## src/rtl/huffman_arb_pkg.sv

```systemverilog
// Shared constants, symbol type and round-robin pick helper for the Huffman skew arbiter.
package huffman_arb_pkg;

    localparam int SYM_W_DEFAULT    = 5;
    localparam int IDLE_SYM_DEFAULT = 0;

    typedef logic [4:0] sym_t;

    typedef struct packed {
        logic       found;
        logic [2:0] idx;
    } rr_pick_t;

    // Scans up to eight request lines starting at ptr, wrapping modulo n (n <= 8, ptr < n).
    function automatic rr_pick_t rr_pick(input logic [7:0] valid, input logic [2:0] ptr, input int n);
        rr_pick_t r;
        int       j;
        r.found = 1'b0;
        r.idx   = 3'd0;
        for (int k = 0; k < 8; k++) begin
            j = int'(ptr) + k;
            if (j >= n) j = j - n;
            if ((k < n) && !r.found && valid[j[2:0]]) begin
                r.found = 1'b1;
                r.idx   = j[2:0];
            end
        end
        return r;
    endfunction

endpackage

```

## src/rtl/huffman_arb_rr.sv

```systemverilog
// Combinational round-robin picker with its rotating start pointer.
module huffman_arb_rr
    import huffman_arb_pkg::*;
#(
    parameter int NUM_REQ = 4,
    parameter int ID_W    = $clog2(NUM_REQ)
) (
    input  logic               clock,
    input  logic               reset,
    input  logic [NUM_REQ-1:0] i_valid,
    input  logic               i_advance,
    output logic               o_found,
    output logic [ID_W-1:0]    o_grant
);

    logic [ID_W-1:0] r_ptr;
    logic [7:0]      w_valid8;
    logic [2:0]      w_ptr3;
    rr_pick_t        w_pick;
    logic            w_unused_idx;

    always_comb begin
        w_valid8              = '0;
        w_valid8[NUM_REQ-1:0] = i_valid;
        w_ptr3                = '0;
        w_ptr3[ID_W-1:0]      = r_ptr;
        w_pick                = rr_pick(w_valid8, w_ptr3, NUM_REQ);
    end

    assign o_found      = w_pick.found;
    assign o_grant      = w_pick.idx[ID_W-1:0];
    assign w_unused_idx = ^w_pick.idx;

    // Pointer moves one past the winner so the winner goes to the back of the line.
    always_ff @(posedge clock) begin
        if (reset) begin
            r_ptr <= '0;
        end else if (i_advance) begin
            r_ptr <= (o_grant == ID_W'(NUM_REQ - 1)) ? '0 : o_grant + 1'b1;
        end
    end

endmodule

```

## src/rtl/huffman_skew_arbiter.sv

```systemverilog
// Shares one serial Huffman skew encoder among NUM_REQ requesters and tags each code bit.
// Optional HUFF_ARB_STATS_EN adds saturating per-requester and idle code counters.
module huffman_skew_arbiter
    import huffman_arb_pkg::*;
#(
    parameter int NUM_REQ  = 4,
    parameter int SYM_W    = SYM_W_DEFAULT,
    parameter int ID_W     = $clog2(NUM_REQ),
    parameter int IDLE_SYM = IDLE_SYM_DEFAULT
) (
    input  logic                     clock,
    input  logic                     reset,
    input  logic [NUM_REQ-1:0]       req_valid,
    input  logic [NUM_REQ*SYM_W-1:0] req_symbol,
    output logic [NUM_REQ-1:0]       req_ready,
    input  logic                     enc_idle,
    input  logic                     enc_out,
    output logic [SYM_W-1:0]         enc_symbol,
    output logic                     bit_out,
    output logic                     bit_valid,
    output logic                     bit_first,
    output logic [ID_W-1:0]          bit_owner,
`ifdef HUFF_ARB_STATS_EN
    output logic [NUM_REQ*16-1:0]    stat_codes,
    output logic [15:0]              stat_idle_codes,
    input  logic                     stat_clear,
`endif
    output logic                     busy
);

    logic            w_found;
    logic [ID_W-1:0] w_grant;
    logic            w_xfer;
    logic            r_held_valid;
    logic [ID_W-1:0] r_held_owner;

    // Granted requester always has valid set, so a grant is a transfer.
    assign w_xfer = enc_idle && w_found && !reset;

    huffman_arb_rr #(
        .NUM_REQ (NUM_REQ),
        .ID_W    (ID_W)
    ) u_rr (
        .clock     (clock),
        .reset     (reset),
        .i_valid   (req_valid),
        .i_advance (w_xfer),
        .o_found   (w_found),
        .o_grant   (w_grant)
    );

    always_comb begin
        req_ready  = '0;
        enc_symbol = SYM_W'(IDLE_SYM);
        if (w_xfer) begin
            req_ready[w_grant] = 1'b1;
            enc_symbol         = req_symbol[int'(w_grant)*SYM_W +: SYM_W];
        end
    end

    always_ff @(posedge clock) begin
        if (reset) begin
            r_held_valid <= 1'b0;
            r_held_owner <= '0;
        end else if (enc_idle) begin
            r_held_valid <= w_xfer;
            if (w_xfer) r_held_owner <= w_grant;
        end
    end

    always_comb begin
        bit_out = enc_out;
        if (enc_idle) begin
            bit_valid = w_xfer;
            bit_first = w_xfer;
            bit_owner = w_xfer ? w_grant : '0;
        end else begin
            bit_valid = r_held_valid;
            bit_first = 1'b0;
            bit_owner = r_held_owner;
        end
    end

    assign busy = r_held_valid;

`ifdef HUFF_ARB_STATS_EN
    logic [15:0] r_stat_codes [NUM_REQ];
    logic [15:0] r_stat_idle;

    always_ff @(posedge clock) begin
        if (reset || stat_clear) begin
            for (int i = 0; i < NUM_REQ; i++) r_stat_codes[i] <= '0;
            r_stat_idle <= '0;
        end else begin
            for (int i = 0; i < NUM_REQ; i++) begin
                if (w_xfer && (w_grant == ID_W'(i)) && (r_stat_codes[i] != 16'hFFFF))
                    r_stat_codes[i] <= r_stat_codes[i] + 16'd1;
            end
            if (enc_idle && !w_xfer && (r_stat_idle != 16'hFFFF))
                r_stat_idle <= r_stat_idle + 16'd1;
        end
    end

    always_comb begin
        stat_codes = '0;
        for (int i = 0; i < NUM_REQ; i++) stat_codes[i*16 +: 16] = r_stat_codes[i];
    end

    assign stat_idle_codes = r_stat_idle;
`endif

endmodule

```

## config.mk

```make
export PLATFORM = sky130hd
export DESIGN_NAME = huffman_skew_arbiter
export DESIGN_NICKNAME = d
export VERILOG_FILES = /design/src/rtl/huffman_arb_pkg.sv /design/src/rtl/huffman_arb_rr.sv /design/src/rtl/huffman_skew_arbiter.sv
export SDC_FILE = /design/constraint.sdc
export NUM_CORES = 1
export LEC_CHECK = 0
export BUFFER_PORTS_ARGS = -buffer_cell sky130_fd_sc_hd__buf_2
export CORE_MARGIN = 10
export CORE_UTILIZATION = 53
export CTS_CLUSTER_DIAMETER = 150
export DETAILED_ROUTE_END_ITERATION = 7
export GPL_ROUTABILITY_DRIVEN = 0
export PLACE_DENSITY = 0.88
export SLEW_MARGIN = 15
export SYNTH_ARGS = -nofsm -noshare
export SYNTH_HDL_FRONTEND = slang
export SYNTH_SLANG_ARGS = --single-unit
```

## constraint.sdc

```tcl
create_clock -name clock -period 5.5 [get_ports clock]
set_input_delay 0.825 -clock clock [delete_from_list [all_inputs] [get_ports clock]]
set_output_delay 0.825 -clock clock [all_outputs]
set_load 0.02 [all_outputs]
```

; Word level (Yosys, flattened, before mapping)
; Index checks and enable logic that the tools add are counted.
[totals]
ff_bits = 5
in_bits = 28
out_inout_bits = 15
wordCells = 60
[op_classes]
n_addsub = 8
multipliers = 1
order_cmp = 10
n_eq_ne = 1
n_shift = 1
muxes = 25
n_reduce_logical = 11
[ops]
columns = op, n
row1 = $ge A32 B4 Y1 const B, 3
row2 = $mux W4, 5
row3 = $shiftx A20 B6 Y5, 1
row4 = $lt A3 B4 Y1 const B, 4
row5 = $bmux W1 S3, 4
row6 = $mux W3, 4
row7 = $sub A3 B3 Y3 const B, 3
row8 = $mux W1, 7
row9 = $add A2 B2 Y3 const B, 2
row10 = $logic_and A1 B1 Y1, 6
row11 = $mux W2, 3
row12 = $mul A2 B3 Y5 const B, 1
row13 = $mux W5, 1
row14 = $logic_not A1 Y1, 4
row15 = $add A2 B1 Y3 const B, 1
row16 = $ge A2 B3 Y1 const B, 1
row17 = $lt A2 B3 Y1 const B, 1
row18 = $sub A2 B3 Y3 const B, 1
row19 = $add A2 B1 Y2 const B, 1
row20 = $demux W1 S2, 1
row21 = $eq A2 B2 Y1 const B, 1
row22 = $ge A2 B1 Y1 const B, 1
row23 = $reduce_and A2 Y1, 1

; Depth between registers and ports, before layout
[depth]
word_depth = 19
depth_mapped = 12
depth_no_buf = 8

; By module
; A second synthesis with hierarchy kept.
[unflattened]
hier_cells = 69
hier_area_um2 = 546.8
[modules_own_cells]
columns = mod, n_inst, cells_each, area_per_inst_um2, seq_area_each_um2
row1 = huffman_skew_arbiter, 1, 47, 381.6, 60.1
row2 = huffman_arb_rr, 1, 22, 165.2, 40.0

; Worst setup path after synthesis
; Ideal clock, no wire load.
[synth_timing]
kind = register to output
from = register u_rr.r_ptr[0]
to = output port enc_symbol[0]
arrival_time_ns = 3.025
t_required_ns = 4.675
setup_slack_ns = 1.650
stages_incl_launch_ff = 13
n_path_buf = 4
cell_sequence = dfxtp_1 -> buf_6 -> inv_1 -> clkbuf_1 -> ha_1 -> mux4_2 -> clkinv_1 -> nand2_2 -> or3_1 -> buf_2 -> and2_4 -> buf_6 -> a311oi_1
[synth_between]
elab_chain_cells = 17
word_cells_on_any_way = 38
cone_classes = add/sub: 7 / mul: 1 / order compare: 4 / shift: 1 / mux: 17 / reduce/logical: 8
[synth_lines]
columns = element, line_no
row1 = "start, declared", huffman_arb_rr.sv:16  ; logic [ID_W-1:0] r_ptr;
row2 = "start signal, assigned", huffman_arb_rr.sv:39  ; r_ptr <= (o_grant == ID_W'(NUM_REQ - 1)) ? '0 : o_grant + 1'b1;
row3 = branches (longest 13 deep; another with $ge A32 B4 Y1), n/a
row4 = $mux W4 (*), huffman_arb_pkg.sv:23  ; if ((k < n) && !r.found && valid[j[2:0]]) begin
row5 = $mul A2 B3 Y5 / $logic_and A1 B1 Y1 (equally long branches), "huffman_skew_arbiter.sv:57, huffman_skew_arbiter.sv:38"
row6 = $shiftx A20 B6 Y5 / $logic_and A1 B1 Y1 (equally long branches), "huffman_skew_arbiter.sv:57, huffman_skew_arbiter.sv:38"
row7 = $mux W5 (*), huffman_skew_arbiter.sv:55  ; if (w_xfer) begin
row8 = "end, declared", huffman_skew_arbiter.sv:18  ; output logic [SYM_W-1:0] enc_symbol,
; Mark *: on every way between the ends. The select of a mux whose other input is x is not followed.

; Worst setup path after layout
[layout_timing]
from = register u_rr.r_ptr[0]
to = output port enc_symbol[1]
; Same word-level chain as after synthesis.

==> impl_metrics.json <==
{
  "ys_top_cells_by_area": "dfxtp_1, a21boi_0, nand4_1",
  "grt_pass1_vias": 1394,
  "setup_viol": 0,
  "antenna_cells": 0,
  "synth_edf_count": 0,
  "required_ns": 4.68,
  "final_util_pct": 67.6,
  "root_buffer": "clkbuf_4",
  "fin_setup_tns_ns": 0,
  "synthMuxAreaShare_pct": 11.7,
  "post-cts-setup-buffers": 0,
  "crit_buf_inv": 4,
  "syn_to_final_growth_pct": 18.0,
  "start_util_pct": 57.3,
  "overflow": 0,
  "synth_top_area_share_pct": 8.72,
  "path_cells": "buf_4 > inv_1 > buf_4 > ha_1 > a21boi_0 > a22o_1 > a21oi_1 > o22ai_1 > a2111oi_0 > a311oi_1 > buf_2",
  "cpPeakStageDelay_ns": 0.72,
  "synth-simple-area-share_pct": 25.5,
  "hold_start": "r_held_owner[0]$_SDFFE_PP0P_",
  "cts.path.max_buffers": 2,
  "rows": 16,
  "yosysUniqueCellTypes": 42,
  "ir_drop_mv": 0.412,
  "cts_num_sinks": 5,
  "die_area_sq_um": 4430,
  "dr.pass1.iters": 4,
  "drc": 0,
  "grt-busiest-layer": "met2",
  "via_per_inst": 6.31,
  "rsz0062_at_grt": "no",
  "drive_above_1_share_pct": 29.7,
  "finalCritPeriodShare_pct": 84.0,
  "avgSynthCellArea_sq_um": 7.04,
  "met3_usage_pct": 2.68,
  "grt_use_total_pct": 15.6,
  "htreeDepth": 1,
  "syn-instance-count": 163,
  "post-route-cell-area_sq_um": 1350,
  "seq_area_frac_synth_pct": 8.72,
  "maxCapViolCount": 0,
  "grt_max_degree": 35,
  "clk_latency_ns": 0.25,
  "worst_ep_arrival_time_ns": 3.79,
  "met2_usage_pct": 27.5,
  "worstMarginPinSlew_ns": 0.872,
  "n_fill_cell": 182,
  "grt_pass1_wl_mm": 5.80,
  "worst_hold_path_type": "reg -> reg",
  "yosys.cell_count.top_type": "nand2_1",
  "cts_hold_buf": 0,
  "power_density_nw_per_um2": 653,
  "antenna_found_initial": 0,
  "async_flop_share_pct": 0,
  "coreArea_sq_um": 2000,
  "numPortBuffers": 40,
  "critical_path_class": "reg -> out",
  "fmax_mhz": 217,
  "setup.worst_path.start_class": "register",
  "drt_iter0_drc": 90,
  "crit_start": "u_rr.r_ptr[0]$_SDFFE_PP0P_",
  "cp-end-kind": "primary output",
  "crit_family": "compound AO/OA/AOI/OAI gates",
  "place_hpwl_mm": 2.63,
  "wire_per_inst_um": 15.9,
  "vias": 1401,
  "skew_ns": 0.00542,
  "crit_top_cell": "buf_4",
  "ys_warn_count": 0,
  "slowest_stage": "a21oi_1",
  "drv_slew": 0,
  "crit_fanout": 31,
  "cts_made_buffers": 3,
  "synth_top_flop_cell": "dfxtp_1",
  "synth_top_cells_by_count": "nand2_1, a21boi_0, o21ai_0",
  "synth_top_family_by_area": "compound AO/OA/AOI/OAI gates",
  "synth_compound_area_share_pct": 41.8,
  "yosys.area.top_type": "dfxtp_1",
  "fp.dieH_um": 66.5,
  "dpl_cell_area_sq_um": 1330,
  "die_x_um": 66.5,
  "cts_tree": "done",
  "hold_violations": 0,
  "nNetsFinal": 226,
  "slew_headroom_pct": 41.9,
  "status": "finished, final reports clean",
  "clk_pin_slew_ns": 0.05,
  "syn_nets": 193,
  "synth-xor-area-share_pct": 1.53,
  "reg2reg_from": "u_rr.r_ptr[0]$_SDFFE_PP0P_",
  "use_met1_pct": 17.8,
  "fin_crit_ns": 4.62,
  "io_pins": 43,
  "synth.cell_area_sq_um": 1150,
  "routed_wl_mm": 3.52,
  "ant_nets": 0,
  "synth.ff_latch_count": 5,
  "postCtsResizedCells": 0,
  "p_leak_nw": 0.546,
  "synthAdderAreaFrac_pct": 2.18
}
==> cell type report <==
type	instances	area (sq um)	share of cell area (%)
Timing Repair Buffer	43	223	16.5
Tap cell	27	33.8	2.50
Clock buffer	4	26.3	1.94
Multi-Input combinational cell	137	948	70.1
Inverter	6	22.5	1.66
Sequential cell	5	100	7.39
==> path summary, 6_finish.rpt <==
path | endpoint | slack, ns | depth (start not counted)
worst min-delay path | r_held_owner[0]$_SDFFE_PP0P_ | 0.46 | 2
worst min register to register | r_held_owner[0]$_SDFFE_PP0P_ | 0.46 | 2
worst max register to register | u_rr.r_ptr[1]$_SDFFE_PP0P_ | 2.22 | 10
worst max-delay path | enc_symbol[1] | 0.88 | 11
==> per-stage QoR <==
step / hold WS (ns) / cells / power (W) / worst slack [ns]
after floorplan: 0.432 / 163 / 0.000693 / 1.65
after global placement: 0.460 / 218 / 0.000804 / 1.36
final: 0.463 / 222 / 0.000884 / 0.881
after detailed placement: 0.459 / 218 / 0.000826 / 1.18
after CTS: 0.465 / 222 / 0.000874 / 0.903
after global routing: 0.507 / 222 / 0.000963 / 0.692
==> logic make-up (layout without fill, tap and decap cells) <==
| family | count (synthesis) | count (layout) |
|---|---|---|
| DFF | 5 | 5 |
| xor gates and xnor gates | 2 | 2 |
| buffers and inverters | 21 | 53 |
| muxes | 9 | 9 |
| AOI/OAI and AO/OA | 67 | 67 |
| and+or+nand+nor | 57 | 57 |
| adders and majority gates | 2 | 2 |
==> sequential cells by signal, indices dropped and copies added, names as in the netlist <==
signal and flops:
u_rr.r_ptr 2, r_held_owner 2, busy 1
==> power by group <==
| part | internal [W] | switching [W] |
|---|---|---|
| clock network | 0.0000275 | 0.0000167 |
| logic | 0.000292 | 0.000488 |
| registers | 0.0000504 | 0.00000907 |
==> per-layer routing <==
layer  share of wire [%]  vias up
met5                   0        -
met1                  43      632
met3                 7.9        6
met2                  48       65
met4                 1.1        0
li1                    -      698
==> worst min-delay path, cell delays in order, from the launching register on <==
cell and delay, ns:
dfxtp_1 0.29, inv_1 0.06, a211oi_1 0.06
==> placed cells by master (no fill, tap or decap), drive strengths merged, types with 2 or more instances in the layout <==
cell type / count
clkbuf: 4
a311oi: 5
nand2: 17
a21boi: 12
nand2b: 4
a21oi: 10
and2: 6
o21ai: 11
o22a: 5
mux4: 2
nand3: 10
xnor2: 2
ha: 2
o22ai: 7
a2111oi: 6
buf: 43
nor3: 3
nand4: 10
mux2i: 2
and3: 2
a211oi: 4
inv: 5
nor2: 4
mux2: 5
dfxtp: 5
Power figures use the tool's default switching activity.
